### config.mk
export PLATFORM = sky130hd
export DESIGN_NAME = uart_tx_cfg
export DESIGN_NICKNAME = d
export VERILOG_FILES = /design/src/rtl/uart_tx_cfg.sv
export SDC_FILE = /design/constraint.sdc
export NUM_CORES = 1
export LEC_CHECK = 0
export CORE_UTILIZATION = 58
export DETAILED_ROUTE_END_ITERATION = 7
export GPL_TIMING_DRIVEN = 0
export PLACE_DENSITY = 0.89
export SLEW_MARGIN = 30
export SYNTH_ARGS = -nofsm -noshare
export SYNTH_HDL_FRONTEND = slang
export SYNTH_SLANG_ARGS = --single-unit
export TNS_END_PERCENT = 20
### constraint.sdc
create_clock -name clk -period 4.45 [get_ports clk]
set_clock_uncertainty 0.05 [all_clocks]
set_input_delay 0.6675 -clock clk [delete_from_list [all_inputs] [get_ports clk]]
set_output_delay 0.6675 -clock clk [all_outputs]
set_load 0.02 [all_outputs]
### src/rtl/uart_tx_cfg.sv
// uart_tx_cfg: configurable UART transmitter with a small TX FIFO.
//
// Bytes written through the wr_valid/wr_ready handshake are queued in a
// FIFO_DEPTH-entry FIFO and sent as frames:
//   start (0), 5..8 data bits LSB first, optional parity, 1 or 2 stop (1).
// Each bit lasts max(cfg_div,2) clocks. The cfg_* inputs are captured when
// a frame starts, so changing them mid-frame does not affect that frame.
//
// Ports:
//   clk, reset_n        clock (rising edge), asynchronous active-low reset
//   cfg_div             clocks per bit (0 and 1 behave as 2)
//   cfg_data_bits       00=5, 01=6, 10=7, 11=8 data bits
//   cfg_parity_en       append a parity bit after the data bits
//   cfg_parity_odd      1=odd parity, 0=even parity
//   cfg_stop2           1=two stop bits, 0=one stop bit
//   tx_enable           allows new frames to start
//   wr_valid, wr_data   write request and byte to queue
//   wr_ready            FIFO not full (combinational)
//   tx                  registered serial output, idle high
//   busy                a frame is in progress
//   frame_done          one-cycle pulse on the last clock of a frame
//   fifo_level          number of queued bytes
module uart_tx_cfg #(
    parameter int DIV_WIDTH  = 16,
    parameter int FIFO_DEPTH = 4
) (
    input  logic                              clk,
    input  logic                              reset_n,
    input  logic [DIV_WIDTH-1:0]              cfg_div,
    input  logic [1:0]                        cfg_data_bits,
    input  logic                              cfg_parity_en,
    input  logic                              cfg_parity_odd,
    input  logic                              cfg_stop2,
    input  logic                              tx_enable,
    input  logic                              wr_valid,
    input  logic [7:0]                        wr_data,
    output logic                              wr_ready,
    output logic                              tx,
    output logic                              busy,
    output logic                              frame_done,
    output logic [$clog2(FIFO_DEPTH+1)-1:0]   fifo_level
);

    localparam int LW = $clog2(FIFO_DEPTH + 1);
    localparam int AW = $clog2(FIFO_DEPTH);
    localparam logic [DIV_WIDTH-1:0] DIV_ONE    = DIV_WIDTH'(1);
    localparam logic [DIV_WIDTH-1:0] DIV_TWO    = DIV_WIDTH'(2);
    localparam logic [LW-1:0]        LEVEL_FULL = LW'(FIFO_DEPTH);
    localparam logic [LW-1:0]        LEVEL_ONE  = LW'(1);

    typedef enum logic [2:0] {
        IDLE,
        START,
        DATA,
        PARITY,
        STOP
    } state_t;

    // ------------------------------------------------------------------
    // TX FIFO
    // ------------------------------------------------------------------
    logic [7:0]    mem_q [FIFO_DEPTH];
    logic [AW-1:0] wr_ptr_q;
    logic [AW-1:0] rd_ptr_q;
    logic [LW-1:0] level_q;
    logic [LW-1:0] level_d;
    logic          push;
    logic          pop;

    // A pop on the same edge does not make room for a write: ready only
    // reflects the registered level.
    assign wr_ready   = (level_q != LEVEL_FULL);
    assign push       = wr_valid && wr_ready;
    assign fifo_level = level_q;

    always_ff @(posedge clk) begin
        if (push) begin
            mem_q[wr_ptr_q] <= wr_data;
        end
    end

    always_comb begin
        level_d = level_q;
        if (push && !pop) begin
            level_d = level_q + LEVEL_ONE;
        end else if (pop && !push) begin
            level_d = level_q - LEVEL_ONE;
        end
    end

    always_ff @(posedge clk or negedge reset_n) begin
        if (!reset_n) begin
            wr_ptr_q <= '0;
            rd_ptr_q <= '0;
            level_q  <= '0;
        end else begin
            if (push) begin
                wr_ptr_q <= wr_ptr_q + AW'(1);
            end
            if (pop) begin
                rd_ptr_q <= rd_ptr_q + AW'(1);
            end
            level_q <= level_d;
        end
    end

    // ------------------------------------------------------------------
    // Frame sequencer
    // ------------------------------------------------------------------
    state_t                 state_q, state_d;
    logic [DIV_WIDTH-1:0]   baud_q, baud_d;
    logic [2:0]             bit_q, bit_d;
    logic [7:0]             data_q, data_d;
    logic [2:0]             last_q, last_d;
    logic                   par_en_q, par_en_d;
    logic                   par_odd_q, par_odd_d;
    logic                   stop2_q, stop2_d;
    logic [DIV_WIDTH-1:0]   div_q, div_d;
    logic                   tx_q, tx_d;

    logic                   start_ok;
    logic                   bit_end;
    logic                   launch;
    logic                   parity;
    logic [2:0]             next_bit;

    assign start_ok = tx_enable && (level_q != '0);
    assign bit_end  = (baud_q == div_q - DIV_ONE);
    assign next_bit = bit_q + 3'd1;
    assign busy     = (state_q != IDLE);
    assign tx       = tx_q;

    // Parity over the configured data bits only; higher bits are ignored.
    always_comb begin
        parity = par_odd_q;
        for (int unsigned i = 0; i < 8; i++) begin
            if (3'(i) <= last_q) begin
                parity = parity ^ data_q[3'(i)];
            end
        end
    end

    // tx_d is the line level for the state being entered, so tx changes on
    // the same edge as the state and stays registered.
    always_comb begin
        state_d    = state_q;
        baud_d     = baud_q + DIV_ONE;
        bit_d      = bit_q;
        tx_d       = tx_q;
        data_d     = data_q;
        last_d     = last_q;
        par_en_d   = par_en_q;
        par_odd_d  = par_odd_q;
        stop2_d    = stop2_q;
        div_d      = div_q;
        launch     = 1'b0;
        pop        = 1'b0;
        frame_done = 1'b0;

        case (state_q)
            IDLE: begin
                baud_d = '0;
                bit_d  = '0;
                tx_d   = 1'b1;
                launch = start_ok;
            end
            START: begin
                if (bit_end) begin
                    baud_d  = '0;
                    state_d = DATA;
                    tx_d    = data_q[0];
                end
            end
            DATA: begin
                if (bit_end) begin
                    baud_d = '0;
                    if (bit_q == last_q) begin
                        bit_d = '0;
                        if (par_en_q) begin
                            state_d = PARITY;
                            tx_d    = parity;
                        end else begin
                            state_d = STOP;
                            tx_d    = 1'b1;
                        end
                    end else begin
                        bit_d = next_bit;
                        tx_d  = data_q[next_bit];
                    end
                end
            end
            PARITY: begin
                if (bit_end) begin
                    baud_d  = '0;
                    state_d = STOP;
                    tx_d    = 1'b1;
                end
            end
            STOP: begin
                if (bit_end) begin
                    baud_d = '0;
                    if (stop2_q && (bit_q == 3'd0)) begin
                        bit_d = 3'd1;
                    end else begin
                        frame_done = 1'b1;
                        bit_d      = '0;
                        if (start_ok) begin
                            launch = 1'b1;
                        end else begin
                            state_d = IDLE;
                            tx_d    = 1'b1;
                        end
                    end
                end
            end
            default: begin
                state_d = IDLE;
                tx_d    = 1'b1;
            end
        endcase

        // Frame start from IDLE or straight out of STOP: pop the head byte
        // and capture the configuration for the whole frame.
        if (launch) begin
            pop       = 1'b1;
            state_d   = START;
            tx_d      = 1'b0;
            baud_d    = '0;
            bit_d     = '0;
            data_d    = mem_q[rd_ptr_q];
            last_d    = {1'b1, cfg_data_bits};
            par_en_d  = cfg_parity_en;
            par_odd_d = cfg_parity_odd;
            stop2_d   = cfg_stop2;
            div_d     = (cfg_div < DIV_TWO) ? DIV_TWO : cfg_div;
        end
    end

    always_ff @(posedge clk or negedge reset_n) begin
        if (!reset_n) begin
            state_q   <= IDLE;
            baud_q    <= '0;
            bit_q     <= '0;
            data_q    <= '0;
            last_q    <= 3'd7;
            par_en_q  <= 1'b0;
            par_odd_q <= 1'b0;
            stop2_q   <= 1'b0;
            div_q     <= DIV_TWO;
            tx_q      <= 1'b1;
        end else begin
            state_q   <= state_d;
            baud_q    <= baud_d;
            bit_q     <= bit_d;
            data_q    <= data_d;
            last_q    <= last_d;
            par_en_q  <= par_en_d;
            par_odd_q <= par_odd_d;
            stop2_q   <= stop2_d;
            div_q     <= div_d;
            tx_q      <= tx_d;
        end
    end

endmodule

**Word level (Yosys, flattened, before mapping)**

Memory sizes are Yosys's and may differ from the RTL's. A register that Yosys moved wholly into a read port is not among the register bits.
Index checks and enable logic that the tools add are counted.

- Memories: 1
- Output and inout port bits: 7
- Register bits: 51
- RAM bits: 32
- Input bits: 33
- Word-level logic and storage cells: 123

Memories:

| name | words | width | read ports | clocked after Yosys merged registers in | write ports | RTL line | text |
|---|---|---|---|---|---|---|---|
| mem_q | 4 | 8 | 1 | 1 | 1 | 62 | `logic [7:0] mem_q [FIFO_DEPTH];` |

- Equality and inequality tests: 15
- Mux-type cells: 52
- Bitwise gates (word level): 8
- $lt $le $gt $ge: 10
- Reduce and logical (&&, ||, !) cells: 18
- Add/subtract/negate cells: 7

Operators by type and width:

| cell | number |
|---|---|
| $mux W16 | 3 |
| $mux W3 | 15 |
| $pmux W16 S2 | 1 |
| $mux W1 | 28 |
| $ne A3 B3 Y1 const B | 8 |
| $add A16 B1 Y16 const B | 1 |
| $eq A16 B16 Y1 | 1 |
| $lt A16 B2 Y1 const B | 1 |
| $sub A16 B1 Y16 const B | 1 |
| $pmux W3 S5 | 1 |
| $le A3 B3 Y1 const A | 4 |
| $pmux W3 S3 | 1 |
| $reduce_and A8 Y1 | 1 |
| $xor A1 B1 Y1 | 8 |
| $add A3 B1 Y3 const B | 2 |
| $eq A3 B2 Y1 const B | 2 |
| $le A1 B3 Y1 const A | 2 |
| $le A2 B3 Y1 const A | 2 |
| $logic_not A3 Y1 | 2 |
| $reduce_and A6 Y1 | 1 |
| $reduce_bool A3 Y1 | 2 |
| $logic_and A1 B1 Y1 | 5 |
| $add A2 B1 Y2 const B | 2 |
| $lt A3 B4 Y1 const B | 1 |
| 13 further kinds | 15 |

**Depth between registers and ports, before layout**

Gate-level depths: netlist of the first run.

- Depth in word-level cells: 21
- Depth in mapped cells: 16
- Gate-level depth less buffers: 15

**Worst setup path before layout of the first run**

OpenSTA, ideal clock, no wires.

- Kind: reg-to-reg
- Start: register div_q[0]
- End: register level_q[1] (netlist: fifo_level[1])
- Path buffers: 1
- Cell stages (with the launch flop): 15
- Setup time: 0.125 ns
- Slack: 0.379 ns
- Arrival: 3.896 ns
- Path through: dfrtp_1 inv_1 ha_1 or4b_4 nor4_1 a21oi_1 or4_1 or3_4 o41ai_4 nand2_2 buf_6 ha_1 inv_1 fa_1 mux2_2

- Cells in the longest elaborated chain, start to end: 8
- Elaborated cells on any way between the ends: 10
- Classes of those cells: add/sub (1); eq/ne (1); mux (4); reduce/logical (4)

RTL lines:

| element | RTL line | text |
|---|---|---|
| from (decl) | 118 | `logic [DIV_WIDTH-1:0] div_q, div_d;` |
| from (signal assigned) | 260 | `div_q <= div_d;` |
| $sub A16 B1 Y16 | 128 | `assign bit_end = (baud_q == div_q - DIV_ONE);` |
| $eq A16 B16 Y1 | 128 |  |
| $mux W1 | 200 | `if (bit_end) begin` |
| $pmux W1 S2 | 160 | `case (state_q)` |
| $mux W1 | 224 | `if (launch) begin` |
| $logic_not A1 Y1 | 84 | `if (push && !pop) begin` |
| $logic_and A1 B1 Y1 | 84 |  |
| $mux W3 | 84 |  |
| net level_d[1] | 66 | `logic [LW-1:0] level_d;` |
| to (signal assigned) | 103 | `level_q <= level_d;` |
| to (decl) | 65 | `logic [LW-1:0] level_q;` |

The timed path passes the listed nets, and every way through them passes these cells.
A chain may end at the register's enable or synchronous reset.

**Worst setup path in the final report of the first run**

Same ends and word-level chain as after synthesis.

==> metrics.log, run 1 <==
[metrics] FF-to-FF Start: div_q[0]
[metrics] run status: finished clean
[metrics] worst slew slack as a fraction of its limit: 46.0%
[metrics] global placer's final weighted congestion: 0.906
[metrics] count of synthesis-stage warnings from yosys: 0
[metrics] Port Buffers: 39
[metrics] Total Neg Setup Slack: 0 ns
[metrics] worst setup path start: div_q[0]
[metrics] Worst IR Drop VDD: around 0.43 mV
[metrics] Slowest-stage cell, CP: sky130_fd_sc_hd__or4b_4
[metrics] number of global-route vias before repair: between 3,000 and 4,000
[metrics] detailed-route via count: about 3,600
[metrics] Post-synth ARST share: 64.8%
[metrics] measured slew at the worst slew-check pin: 0.810 ns
[metrics] register bit count reported by yosys: 91
[metrics] cell internal power dissipation: ~0.0022 W
[metrics] list of cells traversed by the critical path: inv_1 -> ha_2 -> or4b_4 -> nor4_2 -> a21oi_1 -> or4_1 -> or3_4 -> o41ai_4 -> nand2_2 -> buf_6 -> ha_1 -> inv_1 -> fa_1 -> mux2_2
[metrics] switching part of the total: 39.5%
[metrics] Core Footprint: approximately 8000 sq um
[metrics] maximum number of pins on one net before global-route repair: 45
[metrics] Die Width: approximately 94 microns
[metrics] dominant cells by area after synthesis: sky130_fd_sc_hd__dfrtp_1 28%, sky130_fd_sc_hd__edfxtp_1 20%, sky130_fd_sc_hd__mux2_4 8.0%
[metrics] number of enable-type register cells in the synthesized netlist: 32
[metrics] starting density of the core: around 60%
[metrics] top library cells by usage in the layout, fill and taps aside: 53 x sky130_fd_sc_hd__dfrtp_1, 37 x sky130_fd_sc_hd__clkdlybuf4s50_1, 32 x sky130_fd_sc_hd__edfxtp_1, 29 x sky130_fd_sc_hd__xnor2_1, 28 x sky130_fd_sc_hd__nor2_1
[metrics] floorplan die area: 8800 sq um
[metrics] Hold Violations, Final: 0
[metrics] clock latency at the later pin of the worst-skew pair: 0.37 ns
[metrics] share of layout cells above drive strength 1: approximately a fifth
[metrics] number of remaining DRC errors: 0
[metrics] clock input transition at the sequential cells of the worst setup and hold paths: around 0.10 ns
[metrics] switching power total: about 0.0014 W
[metrics] average size of a mapped cell: 12.4 sq um
[metrics] clock tree from TritonCTS: yes
[metrics] TritonCTS Sinks: between 90 and 100
[metrics] remaining global-route overflow: 0
[metrics] Filler cells: between 500 and 600
[metrics] mapped cell area: between 4000 and 5000 sq um
[metrics] power share of the combinational group: approximately 44%
[metrics] Critical Path Sink Type: register
[metrics] Setup-failing EPs final: 0
[metrics] synthesized netlist cell count: 394
[metrics] count of inserted antenna diode cells: 0
[metrics] largest stage delay on the critical path: between 0.5 and 0.6 ns
[metrics] clock share of power: between 10% and 20%
[metrics] fin crit period: approximately 4.4 ns
[metrics] count of final max-slew check failures: 0
[metrics] detail-routed via count per cell: between 6 and 7
[metrics] share of Yosys cell area claimed by the top area cell type: between 20 and 30%
[metrics] clock tree root driver cell: sky130_fd_sc_hd__clkbuf_8
[metrics] cell row count: 33
[metrics] share of the yosys chip area belonging to registers: 50.0%
[metrics] buffer levels on the longest clock path: 2
[metrics] element type at the critical path start: register
[metrics] detailed-route wire length per cell: 20.5 microns
[metrics] wire length of the first global-routing pass: about 18,000 microns
[metrics] most common flop cell mapped by yosys: sky130_fd_sc_hd__dfrtp_1
[metrics] Core Util, Final: a little over two thirds
[metrics] worst hold path class: input port to async pin
[metrics] power per unit of standard cell area: between 600 and 700 nW/um^2
[metrics] cell with the most instances on the worst path: sky130_fd_sc_hd__inv_1
[metrics] total power draw: about 0.0036 W
[metrics] start-to-end type of the worst setup path: register to register
[metrics] number of max-cap violations: 0
[metrics] final net count: 492
[metrics] number of violations reported at the end of detailed-routing iteration 0: around 320
[metrics] most common cell after layout, fill and taps aside: sky130_fd_sc_hd__dfrtp_1
[metrics] Buf/Inv on CP: 3
[metrics] delay-heaviest family, CP: simple AND/OR/NAND/NOR gates
[metrics] DRT antenna net count: 0
[metrics] post-synthesis cell type count: 63
[metrics] critical path data required time: ~4.7 ns
[metrics] LEAKAGE: about 2.3 nW
[metrics] Critical Path Fanout Max: 10
[metrics] worst path arrival time: roughly 4.6 ns
[metrics] Detail Placement HPWL: ~7800 microns
[metrics] top cell type by total area after synthesis: sky130_fd_sc_hd__dfrtp_1
[metrics] CTS Buf Count: 9
[metrics] Max Clock Freq: between 0.2 and 0.25 GHz
[metrics] RSZ-0062 raised after global routing: true
[metrics] Post-Syn Nets: ~440
[metrics] maximum level of the CTS H-tree: 3
[metrics] IO Pins: 40
[metrics] length of the first detailed-routing pass in iterations: 7
[metrics] GRT Overall Usage: 28.1%
[metrics] sequential share of power: 40.3%
[metrics] height of the die: 93.8 microns
[metrics] Final period util: between 90 and 100%
[metrics] initial antenna violation count: 0
[metrics] Area Overhead vs Synth: 16.8%
[metrics] total detailed-routing wirelength: around 11,000 microns
-- layer usage --
layer	up-vias	GRT usage (%)	part of all wire (%)
met4	0	15.3	3.8
met5	-	0	0
met3	43	6.23	7.6
li1	1569	-	-
met1	1772	34.0	37
met2	202	46.7	51
-- timing repair --
action                                  in CTS  in global routing
gates resized for setup                      7                  6
endpoints found under the setup margin       1                  3
hold buffers                                 0                  0
setup buffers                                2                  2
endpoints found under the hold margin        0                  0
pin swaps                                    3                  1
-- area by class of cell --
| type | count | area, sq um | share of cell area [%] |
|---|---|---|---|
| plain buffers | 14 | 83.8 | 1.47 |
| clock buffers | 9 | 124 | 2.17 |
| clock inverters | 7 | 81.3 | 1.42 |
| inverters | 13 | 48.8 | 0.855 |
| multi-input cells | 276 | 2360 | 41.4 |
| flip-flops and latches | 91 | 2440 | 42.8 |
| well taps | 105 | 131 | 2.30 |
| repair buffers | 44 | 433 | 7.58 |
-- worst paths after layout --
check	slack, ns	end	cells past startpoint
min in group clk	0.50	stop2_q	1
min	0.09	baud_q[11]	1
max	0.04	fifo_level[1]	14
max in group asynchronous	3.69	div_q[1]	2
min reg2reg	0.50	stop2_q	1
max reg2reg	0.04	fifo_level[1]	14
-- stage by stage --
stage,setup WS [ns],cells,hold WS [ns],cell area (sq um)
6_report,0.0352,559,0.0938,5710
5_1_grt,-0.0807,559,0.0861,5710
4_1_cts,0.0133,557,0.0855,5680
3_5_place_dp,-0.126,539,0.463,5430
3_3_place_gp,0.124,538,0.444,5410
2_1_floorplan,0.379,394,0.322,4890
-- synth_stat cells, types with 3 or more instances --
cell                       instances
sky130_fd_sc_hd__xor2_1           19
sky130_fd_sc_hd__nand4_1           5
sky130_fd_sc_hd__o21bai_1          3
sky130_fd_sc_hd__nand3_1          18
sky130_fd_sc_hd__dfrtp_1          55
sky130_fd_sc_hd__nor2_1           28
sky130_fd_sc_hd__nor3_1           12
sky130_fd_sc_hd__and4_1            3
sky130_fd_sc_hd__mux2i_1           3
sky130_fd_sc_hd__buf_6             4
sky130_fd_sc_hd__nand2_1          15
sky130_fd_sc_hd__nand2b_1          3
sky130_fd_sc_hd__mux2_2            3
sky130_fd_sc_hd__or4_1             3
sky130_fd_sc_hd__or3_1             5
sky130_fd_sc_hd__nor2b_1           6
sky130_fd_sc_hd__mux4_2           10
sky130_fd_sc_hd__mux2_4           26
sky130_fd_sc_hd__a31oi_1           3
sky130_fd_sc_hd__a21oi_1           7
sky130_fd_sc_hd__nor4_1            9
sky130_fd_sc_hd__dfstp_2           4
sky130_fd_sc_hd__and3_1            9
sky130_fd_sc_hd__o21ai_0           7
sky130_fd_sc_hd__xnor2_1          29
sky130_fd_sc_hd__inv_1            12
sky130_fd_sc_hd__clkbuf_1          7
sky130_fd_sc_hd__edfxtp_1         32
sky130_fd_sc_hd__o211a_1           3
sky130_fd_sc_hd__ha_1              9
-- power groups by stage --
stage	sequential [W]	clock (W)	combinational (W)
6_report	0.00145	0.000567	0.00158
2_1_floorplan	0.00135	0	0.00116
3_5_place_dp	0.00141	0	0.00151
3_3_place_gp	0.00139	0	0.00143
5_1_grt	0.00147	0.000611	0.00169
4_1_cts	0.00142	0.000573	0.00155
-- kinds of logic after synthesis --
kind of cell / synth area share (%)
xor+xnor: 8.60
compound gates: 6.91
simple gates: 15.0
buf+inv: 2.71
mux: 13.9
flops: 50.0
fa+ha+maj: 2.92
-- state kept, by name, indices dropped and copies added (netlist names) --
signal and cells:
div_q 16, par_en_q 1, par_odd_q 1, stop2_q 1, fifo_level 3, state_q 3
mem_q 32, bit_q 3, last_q 2, rd_ptr_q 2, baud_q 16, data_q 8
tx 1, wr_ptr_q 2
(Power assumes the default switching activity.)
==> inputs of run 2 (changes only) <==
CAP_MARGIN = 0   (was default)
CTS_CLUSTER_SIZE = 14   (was default)
MAX_ROUTING_LAYER = met4   (was default)
==> metrics.log, run 2 (same netlist as run 1, synthesis figures left out) <==
[metrics] Critical Path Fanout Max: 10
[metrics] clock latency at the later pin of the worst-skew pair: approximately 0.38 ns
[metrics] start-to-end type of the worst setup path: register to register
[metrics] height of the die: about 94 microns
[metrics] floorplan die area: 8800 sq um
[metrics] number of buffers inserted by hold repair at cts: 0
[metrics] number of violations reported at the end of detailed-routing iteration 0: between 300 and 400
[metrics] Core Footprint: roughly 8200 sq um
[metrics] clock input transition at the sequential cells of the worst setup and hold paths: about 0.10 ns
[metrics] DRT antenna net count: 0
[metrics] most common cell after layout, fill and taps aside: sky130_fd_sc_hd__dfrtp_1
[metrics] maximum number of pins on one net before global-route repair: 43
[metrics] area used by sequential logic in the layout: between 2000 and 2500 sq um
[metrics] detail-routed via count per cell: 6.40
[metrics] Top reg by flops: mem_q
[metrics] global placer's final weighted congestion: around 0.9
[metrics] maximum level of the CTS H-tree: 3
[metrics] placed instance count: ~540
[metrics] final standard cell count with taps included and fillers excluded: roughly 560
[metrics] worst slack, placed: -0.0127 ns
[metrics] count of final max-slew check failures: 0
[metrics] number of global-route vias before repair: about 3,500
[metrics] worst r2r dst: fifo_level[1]
[metrics] Total Neg Setup Slack: 0 ns
[metrics] share of layout cells above drive strength 1: 19.2%
[metrics] power per unit of standard cell area: approximately 640 nW/um^2
[metrics] post-route setup slack: ~0.010 ns
[metrics] area of all placed cells without fillers: 5710 sq um
[metrics] cell area after placement: about 5400 sq um
[metrics] Detail Placement HPWL: about 7500 microns
[metrics] max FFs per register: 32
[metrics] measured slew at the worst slew-check pin: 0.816 ns
[metrics] TritonCTS Sinks: 91
[metrics] depth of the worst register-to-register path: 14
[metrics] GRT Overall Usage: between 20 and 30%
[metrics] FF-to-FF Start: div_q[0]
[metrics] LEAKAGE: between 2 and 2.5 nW
[metrics] Filler cells: 506
[metrics] Critical Path Sink Type: register
[metrics] total detailed-routing wirelength: around 12,000 microns
[metrics] number of remaining DRC errors: 0
[metrics] worst slew slack as a fraction of its limit: between 40% and 50%
[metrics] top library cells by usage in the layout, fill and taps aside: 54 x sky130_fd_sc_hd__dfrtp_1, 37 x sky130_fd_sc_hd__clkdlybuf4s50_1, 32 x sky130_fd_sc_hd__edfxtp_1, 29 x sky130_fd_sc_hd__xnor2_1, 28 x sky130_fd_sc_hd__nor2_1
[metrics] number of max-cap violations: 0
[metrics] Hold Violations, Final: 0
[metrics] count of inserted antenna diode cells: 0
[metrics] detailed-route wire length per cell: 21.9 microns
[metrics] worst path arrival time: around 4.7 ns
[metrics] critical path data required time: 4.66 ns
[metrics] Setup-failing EPs final: 0
[metrics] IO Pins: 40
[metrics] CTS Buf Count: 9
[metrics] fin crit period: around 4.4 ns
[metrics] buffer levels on the longest clock path: 2
[metrics] final net count: 492
[metrics] Port Buffers: 39
[metrics] starting density of the core: between 50% and 60%
[metrics] initial antenna violation count: 0
[metrics] Area Overhead vs Synth: 16.8%
[metrics] worst reg2reg setup slack: 0.01 ns
[metrics] run status: finished clean
[metrics] wire length of the first global-routing pass: 18,000 microns
[metrics] Die Width: roughly 94 microns
[metrics] element type at the critical path start: register
[metrics] clock tree root driver cell: sky130_fd_sc_hd__clkbuf_8
[metrics] Core Util, Final: between 60% and 70%
[metrics] cell row count: 33
[metrics] detailed-route via count: about 3,600
[metrics] worst hold path class: input port to async pin
[metrics] largest registers: mem_q x32, baud_q x16, div_q x16
[metrics] Worst IR Drop VDD: 0.422 mV
[metrics] Max Clock Freq: about 0.23 GHz
[metrics] length of the first detailed-routing pass in iterations: 5
[metrics] Final period util: 99.8%
[metrics] remaining global-route overflow: 0
[metrics] clock tree from TritonCTS: yes
[metrics] area used by multi-input combinational logic: 2370 sq um
run 2: critical path, cell delays in order (launching register included):
cell and delay, ns:
sky130_fd_sc_hd__dfrtp_1 0.44, sky130_fd_sc_hd__inv_2 0.10, sky130_fd_sc_hd__ha_4 0.16, sky130_fd_sc_hd__or4b_4 0.51
sky130_fd_sc_hd__nor4_2 0.28, sky130_fd_sc_hd__a21oi_1 0.15, sky130_fd_sc_hd__or4_1 0.49, sky130_fd_sc_hd__or3_4 0.39
sky130_fd_sc_hd__o41ai_4 0.44, sky130_fd_sc_hd__nand2_2 0.16, sky130_fd_sc_hd__buf_6 0.20, sky130_fd_sc_hd__ha_1 0.21
sky130_fd_sc_hd__inv_1 0.07, sky130_fd_sc_hd__fa_1 0.41, sky130_fd_sc_hd__mux2_2 0.27
run 2: power by group:
group	switching, W	internal (W)	total (W)
registers	0.000307	0.00114	0.00145
logic	0.000804	0.000817	0.00162
clock network	0.000340	0.000223	0.000563
total	0.00145	0.00218	0.00363
run 2: worst max path at each step:
stage,startpoint,to,slack (ns)
3_5_place_dp,div_q[3],frame_done,-0.01
2_1_floorplan,div_q[0],fifo_level[1],0.38
4_1_cts,div_q[0],fifo_level[1],0.08
5_1_grt,div_q[0],fifo_level[1],-0.11
3_3_place_gp,div_q[0],frame_done,0.12
6_report,div_q[0],fifo_level[1],0.01
run 2: repair_timing:
action / 4_1_cts / 5_1_grt
pin swaps: 2 / 1
buffers inserted: 1 / 3
endpoints found under the setup margin: 1 / 3
resized for setup: 6 / 7
run 2: layout make-up:
cell class | instances | area share [%]
repair buffers | 44 | 7.59
plain buffers | 14 | 1.47
well taps | 105 | 2.30
inverters | 13 | 0.855
flip-flops and latches | 91 | 42.8
multi-input cells | 276 | 41.5
clock buffers | 9 | 2.17
clock inverters | 7 | 1.34
run 2: metal layers:
| layer | vias up | GRT usage (%) | share of wire [%] |
|---|---|---|---|
| li1 | 1563 | - | - |
| met5 | - | - | 0 |
| met4 | 0 | 13.7 | 3.8 |
| met2 | 204 | 45.4 | 49 |
| met3 | 44 | 4.77 | 7.3 |
| met1 | 1767 | 35.7 | 40 |
run 2: through the flow:
step / total power (W) / hold slack, ns
2_1_floorplan: 0.00251 / 0.322
3_3_place_gp: 0.00282 / 0.445
3_5_place_dp: 0.00292 / 0.457
4_1_cts: 0.00354 / 0.100
5_1_grt: 0.00378 / 0.105
6_report: 0.00363 / 0.0985
==> inputs of run 3 (changes only) <==
HOLD_SLACK_MARGIN = 0.1   (was default)
==> results of run 3 <==
Same layout as run 2: the final DEF is identical, and so are final timing and power.
